### src/rtl/multicycle_controller.sv
// rtl/multicycle_controller.sv - multi-cycle RV32 subset sequencer with memory-timeout and illegal-opcode faults
//
// Purpose: steps one instruction over several cycles, sharing a single
// instruction/data memory port through a mem_req/mem_ready handshake.
// Optional performance counters are built when MC_PERF_CNT_EN is defined.
//
// Ports:
//   clk, rst_n           clock (rising edge), synchronous active-low reset
//   opcode, funct3       instruction fields from IR
//   zero                 ALU zero flag
//   mem_ready            memory completes the current request this cycle
//   mem_req, mem_we      memory request / write qualifier
//   sel_adr              memory address select (0 PC, 1 ALUOut)
//   ir_we, pc_we, sel_pc IR/PC write enables and PC source select
//   rf_we, sel_result    register-file write and result mux
//   sel_alu_src_b        ALU B select (0 rs2, 1 immediate)
//   alu_op               to second-level ALU decoder
//   sel_ext              immediate format select
//   halted, fault_code   sticky fault status
//   state_dbg            current state encoding
//   cycle_cnt, instret_cnt  performance counters (MC_PERF_CNT_EN only)
module multicycle_controller #(
  parameter int MEM_TIMEOUT = 15,
  parameter int CNT_W       = 32
) (
  input  logic             clk,
  input  logic             rst_n,
  input  logic [6:0]       opcode,
  input  logic [2:0]       funct3,
  input  logic             zero,
  input  logic             mem_ready,
  output logic             mem_req,
  output logic             mem_we,
  output logic             sel_adr,
  output logic             ir_we,
  output logic             pc_we,
  output logic             sel_pc,
  output logic             rf_we,
  output logic [1:0]       sel_result,
  output logic             sel_alu_src_b,
  output logic [1:0]       alu_op,
  output logic [2:0]       sel_ext,
  output logic             halted,
  output logic [1:0]       fault_code,
`ifdef MC_PERF_CNT_EN
  output logic [CNT_W-1:0] cycle_cnt,
  output logic [CNT_W-1:0] instret_cnt,
`endif
  output logic [3:0]       state_dbg
);

  localparam logic [3:0] S_FETCH  = 4'd0;
  localparam logic [3:0] S_DECODE = 4'd1;
  localparam logic [3:0] S_MEMADR = 4'd2;
  localparam logic [3:0] S_MEMRD  = 4'd3;
  localparam logic [3:0] S_LOADWB = 4'd4;
  localparam logic [3:0] S_MEMWR  = 4'd5;
  localparam logic [3:0] S_EXEC_R = 4'd6;
  localparam logic [3:0] S_EXEC_I = 4'd7;
  localparam logic [3:0] S_ALUWB  = 4'd8;
  localparam logic [3:0] S_BRANCH = 4'd9;
  localparam logic [3:0] S_JAL    = 4'd10;
  localparam logic [3:0] S_LUI    = 4'd11;
  localparam logic [3:0] S_HALT   = 4'd12;

  localparam logic [6:0] OP_R   = 7'b0110011;
  localparam logic [6:0] OP_I   = 7'b0010011;
  localparam logic [6:0] OP_LW  = 7'b0000011;
  localparam logic [6:0] OP_SW  = 7'b0100011;
  localparam logic [6:0] OP_B   = 7'b1100011;
  localparam logic [6:0] OP_JAL = 7'b1101111;
  localparam logic [6:0] OP_LUI = 7'b0110111;

  localparam logic [1:0] F_NONE    = 2'b00;
  localparam logic [1:0] F_ILLEGAL = 2'b01;
  localparam logic [1:0] F_TIMEOUT = 2'b10;

  localparam logic [7:0] TIMEOUT_LIM = 8'(MEM_TIMEOUT);

  if (MEM_TIMEOUT < 1 || MEM_TIMEOUT > 255 || CNT_W < 1) begin : g_bad_param
    $error("multicycle_controller: MEM_TIMEOUT must be 1..255 and CNT_W >= 1");
  end

  logic [3:0] state, state_nxt;
  logic [7:0] wait_cnt, wait_nxt;
  logic [1:0] fault, fault_nxt;
  logic       in_mem_state;
  logic       timeout;
  logic       br_taken;

  assign in_mem_state = (state == S_FETCH) || (state == S_MEMRD) || (state == S_MEMWR);
  // The counter has already absorbed MEM_TIMEOUT wait cycles; one more miss faults.
  assign timeout  = in_mem_state && !mem_ready && (wait_cnt == TIMEOUT_LIM);
  assign br_taken = ((funct3 == 3'b000) && zero) || ((funct3 == 3'b001) && !zero);

  always_comb begin
    state_nxt = state;
    fault_nxt = fault;
    unique case (state)
      S_FETCH: begin
        if (mem_ready) begin
          state_nxt = S_DECODE;
        end else if (timeout) begin
          state_nxt = S_HALT;
          fault_nxt = F_TIMEOUT;
        end
      end
      S_DECODE: begin
        unique case (opcode)
          OP_R:         state_nxt = S_EXEC_R;
          OP_I:         state_nxt = S_EXEC_I;
          OP_LW, OP_SW: state_nxt = S_MEMADR;
          OP_B:         state_nxt = S_BRANCH;
          OP_JAL:       state_nxt = S_JAL;
          OP_LUI:       state_nxt = S_LUI;
          default: begin
            state_nxt = S_HALT;
            fault_nxt = F_ILLEGAL;
          end
        endcase
      end
      S_MEMADR: state_nxt = (opcode == OP_SW) ? S_MEMWR : S_MEMRD;
      S_MEMRD: begin
        if (mem_ready) begin
          state_nxt = S_LOADWB;
        end else if (timeout) begin
          state_nxt = S_HALT;
          fault_nxt = F_TIMEOUT;
        end
      end
      S_MEMWR: begin
        if (mem_ready) begin
          state_nxt = S_FETCH;
        end else if (timeout) begin
          state_nxt = S_HALT;
          fault_nxt = F_TIMEOUT;
        end
      end
      S_EXEC_R, S_EXEC_I:               state_nxt = S_ALUWB;
      S_LOADWB, S_ALUWB, S_BRANCH,
      S_JAL, S_LUI:                     state_nxt = S_FETCH;
      S_HALT:                           state_nxt = S_HALT;
      default:                          state_nxt = S_HALT;
    endcase
  end

  // Counter restarts whenever a memory state is freshly entered.
  always_comb begin
    wait_nxt = wait_cnt;
    if ((state_nxt != state) &&
        ((state_nxt == S_FETCH) || (state_nxt == S_MEMRD) || (state_nxt == S_MEMWR))) begin
      wait_nxt = 8'd0;
    end else if (in_mem_state && !mem_ready && !timeout) begin
      wait_nxt = wait_cnt + 8'd1;
    end
  end

  always_ff @(posedge clk) begin
    if (!rst_n) begin
      state    <= S_FETCH;
      wait_cnt <= 8'd0;
      fault    <= F_NONE;
    end else begin
      state    <= state_nxt;
      wait_cnt <= wait_nxt;
      fault    <= fault_nxt;
    end
  end

  // Outputs are gated by rst_n so nothing (in particular mem_we) escapes while in reset.
  always_comb begin
    mem_req       = 1'b0;
    mem_we        = 1'b0;
    sel_adr       = 1'b0;
    ir_we         = 1'b0;
    pc_we         = 1'b0;
    sel_pc        = 1'b0;
    rf_we         = 1'b0;
    sel_result    = 2'b00;
    sel_alu_src_b = 1'b0;
    alu_op        = 2'b00;
    sel_ext       = 3'b000;
    halted        = 1'b0;
    fault_code    = 2'b00;
    state_dbg     = 4'd0;
    if (rst_n) begin
      state_dbg  = state;
      fault_code = fault;
      unique case (state)
        S_FETCH: begin
          mem_req = 1'b1;
          ir_we   = mem_ready;
          pc_we   = mem_ready;
        end
        S_DECODE: begin
          unique case (opcode)
            OP_SW:   sel_ext = 3'b001;
            OP_B:    sel_ext = 3'b010;
            OP_LUI:  sel_ext = 3'b011;
            OP_JAL:  sel_ext = 3'b100;
            default: sel_ext = 3'b000;
          endcase
        end
        S_MEMADR: begin
          sel_alu_src_b = 1'b1;
          sel_ext       = (opcode == OP_SW) ? 3'b001 : 3'b000;
        end
        S_MEMRD: begin
          mem_req = 1'b1;
          sel_adr = 1'b1;
        end
        S_LOADWB: begin
          rf_we      = 1'b1;
          sel_result = 2'b01;
        end
        S_MEMWR: begin
          mem_req = 1'b1;
          mem_we  = 1'b1;
          sel_adr = 1'b1;
        end
        S_EXEC_R: alu_op = 2'b01;
        S_EXEC_I: begin
          alu_op        = 2'b10;
          sel_alu_src_b = 1'b1;
        end
        S_ALUWB: rf_we = 1'b1;
        S_BRANCH: begin
          alu_op  = 2'b01;
          sel_ext = 3'b010;
          pc_we   = br_taken;
          sel_pc  = br_taken;
        end
        S_JAL: begin
          rf_we      = 1'b1;
          sel_result = 2'b10;
          pc_we      = 1'b1;
          sel_pc     = 1'b1;
          sel_ext    = 3'b100;
        end
        S_LUI: begin
          rf_we      = 1'b1;
          sel_result = 2'b11;
          sel_ext    = 3'b011;
        end
        default: halted = 1'b1;
      endcase
    end
  end

`ifdef MC_PERF_CNT_EN
  logic [CNT_W-1:0] cycle_q, instret_q;

  always_ff @(posedge clk) begin
    if (!rst_n) begin
      cycle_q   <= '0;
      instret_q <= '0;
    end else if (state != S_HALT) begin
      cycle_q <= cycle_q + 1'b1;
      if ((state != S_FETCH) && (state_nxt == S_FETCH)) begin
        instret_q <= instret_q + 1'b1;
      end
    end
  end

  assign cycle_cnt   = rst_n ? cycle_q : '0;
  assign instret_cnt = rst_n ? instret_q : '0;
`endif

endmodule

### config.mk
export PLATFORM = sky130hd
export DESIGN_NAME = multicycle_controller
export DESIGN_NICKNAME = d
export VERILOG_FILES = /design/src/rtl/multicycle_controller.sv
export SDC_FILE = /design/constraint.sdc
export NUM_CORES = 1
export LEC_CHECK = 0
export CAP_MARGIN = 20
export CORE_MARGIN = 2
export CORE_UTILIZATION = 29
export DETAILED_ROUTE_END_ITERATION = 12
export SLEW_MARGIN = 20
export SYNTH_ARGS = -nofsm -noshare
export SYNTH_HDL_FRONTEND = slang
export SYNTH_SLANG_ARGS = --single-unit
### constraint.sdc
create_clock -name clk -period 3.4 [get_ports clk]
set_input_delay 0.85 -clock clk [delete_from_list [all_inputs] [get_ports clk]]
set_output_delay 0.85 -clock clk [all_outputs]
set_load 0.005 [all_outputs]
==> flow_metrics.env <==
export IMPL_status="completed"
export IMPL_fin_crit_ps=3260
export IMPL_endpoint_kind="output port"
export IMPL_drtIter0Drc=80
export IMPL_syn_cell_area_mm2=0.00135
export IMPL_start_util=0.305
export IMPL_numPortBuffers=35
export IMPL_drtAntennaViolNets=0
export IMPL_drc=0
export IMPL_powerDensity_mw_per_mm2=284
export IMPL_final_setup_worst_slack_ps=144
export IMPL_min_period_over_period=0.958
export IMPL_yosysTopAreaCell="dfxtp_1"
export IMPL_yosysWarnings=0
export IMPL_place_hpwl_um=2990
export IMPL_crit_slowest_cell="clkdlybuf4s50_1"
export IMPL_power_switching_uw=197
export IMPL_n_antenna_cell=0
export IMPL_hold_path_end="fault[0]"
export IMPL_core_mm2=0.00441
export IMPL_timing_setup_tns_ps=0
export IMPL_crit_buf_inv=2
export IMPL_fin_area_mm2=0.00194
export IMPL_p_leak_nw=0.788
export IMPL_track_usage=0.155
export IMPL_ys_top_cells_by_area="dfxtp_1 21%, nor2_1 8.1%, xnor2_1 4.5%"
export IMPL_postCtsHoldBufs=0
export IMPL_final_cell_mix="29 x clkdlybuf4s50_1, 28 x nor2_1, 22 x buf_4"
export IMPL_area_delta_synth_final_pct=44.2
export IMPL_worstMarginPinSlew_ps=544
export IMPL_drv_cap=0
export IMPL_place_area_mm2=0.00188
export IMPL_relSlewSlack=0.637
export IMPL_via_count=1526
export IMPL_worstPathCellList="clkdlybuf4s50_1 -> xor2_1 -> a31oi_1 -> nor4_2 -> or2_2 -> clkdlybuf4s50_1"
export IMPL_worst_path_dominant_cell_family="buffers and inverters"
export IMPL_dieHeight_um=72.2
export IMPL_clock_power_share=0.249
export IMPL_ys_seq_area_frac=0.208
export IMPL_antenna_found_initial=0
export IMPL_die_x_um=72.2
export IMPL_clock_fmax_mhz=307
export IMPL_row_count=24
export IMPL_netlist_instances=189
export IMPL_placedCellCount=286
export IMPL_yosys_area_top_type_share=0.208
export IMPL_cts_setup_buffers=0
export IMPL_cts_sinks=14
export IMPL_p_int_uw=355
export IMPL_slowest_delay_ps=440
export IMPL_crit_fanout=2
export IMPL_h_tree_depth=1
export IMPL_grt_setup_unrepaired="no"
export IMPL_hold_viol_final=0
export IMPL_ys_flop_type="dfxtp_1"
export IMPL_place_gp_congestion=0.828
export IMPL_place_ws_ps=-71.2
export IMPL_min_path_type="reg2reg"
export IMPL_seq_power_share=0.343
export IMPL_cpMostUsedCell="clkdlybuf4s50_1"
export IMPL_cts_root_buf="clkbuf_8"
export IMPL_die_area_mm2=0.00521
export IMPL_synth_edf_count=0
export IMPL_dr_pass1_iters=4
export IMPL_routedWlPerCell_um=13.7
export IMPL_crit_required_ps=2550
export IMPL_whs_path_depth=2
export IMPL_clock_path_buffers=2
export IMPL_worst_setup_path_type="in2out"
export IMPL_ys_ff_latch=14
export IMPL_grt_pass1_vias=1401
export IMPL_ys_types=53
export IMPL_synth_area_per_cell_um2=7.13
export IMPL_avgViaCountPerCell=5.28
export IMPL_final_util=0.440
export IMPL_async_flop_share=0
export IMPL_skew_ps=5.43
export IMPL_nets=254
export IMPL_mostFrequentLayoutCell="clkdlybuf4s50_1"
export IMPL_synth_fp_nets=204
export IMPL_hold_slack_ps=488
export IMPL_start_kind="primary input"
export IMPL_ff2ff_path_depth=9
export IMPL_ioPinCount=36
export IMPL_max_vdd_ir_drop_mv=0.203
export IMPL_clkTransAtPathRegs_ps=50
export IMPL_grt_pass1_wl_um=6640
export IMPL_layout_drive_gt1_share=0.177
export IMPL_reg2reg_slack_ps=610
export IMPL_slew_violations=0
export IMPL_cts_buffers=3
export IMPL_min_from="fault[0]"
export IMPL_r2r_start="state[2]"
export IMPL_cp_arrival_ps=2410
export IMPL_wirelength_um=3960
export IMPL_layout_cells_non_filler=289
export IMPL_reg2reg_to="wait_cnt[1]"
export IMPL_insertion_delay_ps=250
export IMPL_finalSetupViolCount=0
export IMPL_power_uw=552
export IMPL_p_sw_frac=0.357
export IMPL_grt_max_degree=17
export IMPL_combPwrFrac=0.408
export IMPL_grt_ovfl_total=0
export IMPL_cts_tree="yes"
[flip-flops by register name (all words and copies together) (netlist names)]
signal	count
state	4
wait_cnt	8
fault	2
[synthesized netlist by cell type (3+ instances only)]
cell	number
nand2_1	16
and2_1	3
and3_1	6
nand3b_1	3
o31ai_1	3
clkbuf_1	7
xnor2_1	7
nand2b_1	4
nor4_1	6
a211oi_1	8
nor3_1	4
nor2b_1	6
dfxtp_1	14
o21ai_0	8
inv_1	5
a21oi_1	11
nand4_1	4
nor2_1	29
buf_2	4
[area by class of cell]
type,count,area (um^2)
tap,52,65.1
fill,469,2470
clock buffer,3,41.3
inverter,6,22.5
multi-input combinational,157,1010
sequential,14,280
timing repair buffer,57,519
[worst max-delay path by stage]
stage / from / to / cells after the start
2_1_floorplan: opcode[4] / wait_cnt[0] / 8
3_3_place_gp: opcode[4] / sel_ext[0] / 7
3_5_place_dp: opcode[4] / wait_cnt[1] / 9
4_1_cts: opcode[1] / sel_ext[0] / 8
5_1_grt: zero / pc_we / 6
6_report: funct3[0] / pc_we / 6
[metal layers]
metal,routed length [um],global-route usage,share of wire,vias to the layer above
met5,0,0,0,-
met4,46,0.0440,0.012,0
met1,2000,0.235,0.51,681
met3,226,0.00972,0.057,5
met2,1680,0.233,0.42,45
li1,-,-,-,795
[cells by family (layout without fill, tap and decap cells)]
group | count (synthesis) | after routing | synth area share
xor+xnor | 9 | 9 | 0.0585
mux | 2 | 2 | 0.0158
simple gates | 97 | 97 | 0.402
compound gates | 48 | 48 | 0.253
buf+inv | 18 | 66 | 0.0539
fa+ha+maj | 1 | 1 | 0.00928
flops | 14 | 14 | 0.208
[worst register-to-register path, stage by stage, from the launching register on]
cell and delay, ps:
dfxtp_1 620, buf_4 250, nor2_1 80, a32oi_2 420
o31ai_1 150, a22oi_1 320, buf_4 190, nor2b_1 200
o211ai_2 230, a211oi_1 260
[power groups by stage]
stage / clock [mW] / combinational, mW / sequential, mW
after global placement: 0 / 0.222 / 0.192
after global routing: 0.147 / 0.251 / 0.191
after floorplan: 0 / 0.138 / 0.183
after detailed placement: 0 / 0.223 / 0.192
final: 0.137 / 0.225 / 0.189
after CTS: 0.143 / 0.223 / 0.188
[timing repair]
action	in CTS	in global routing
endpoints found under the setup margin	2	4
pin swaps	0	2
resized for setup	3	8
Power figures use the tool's default switching activity.
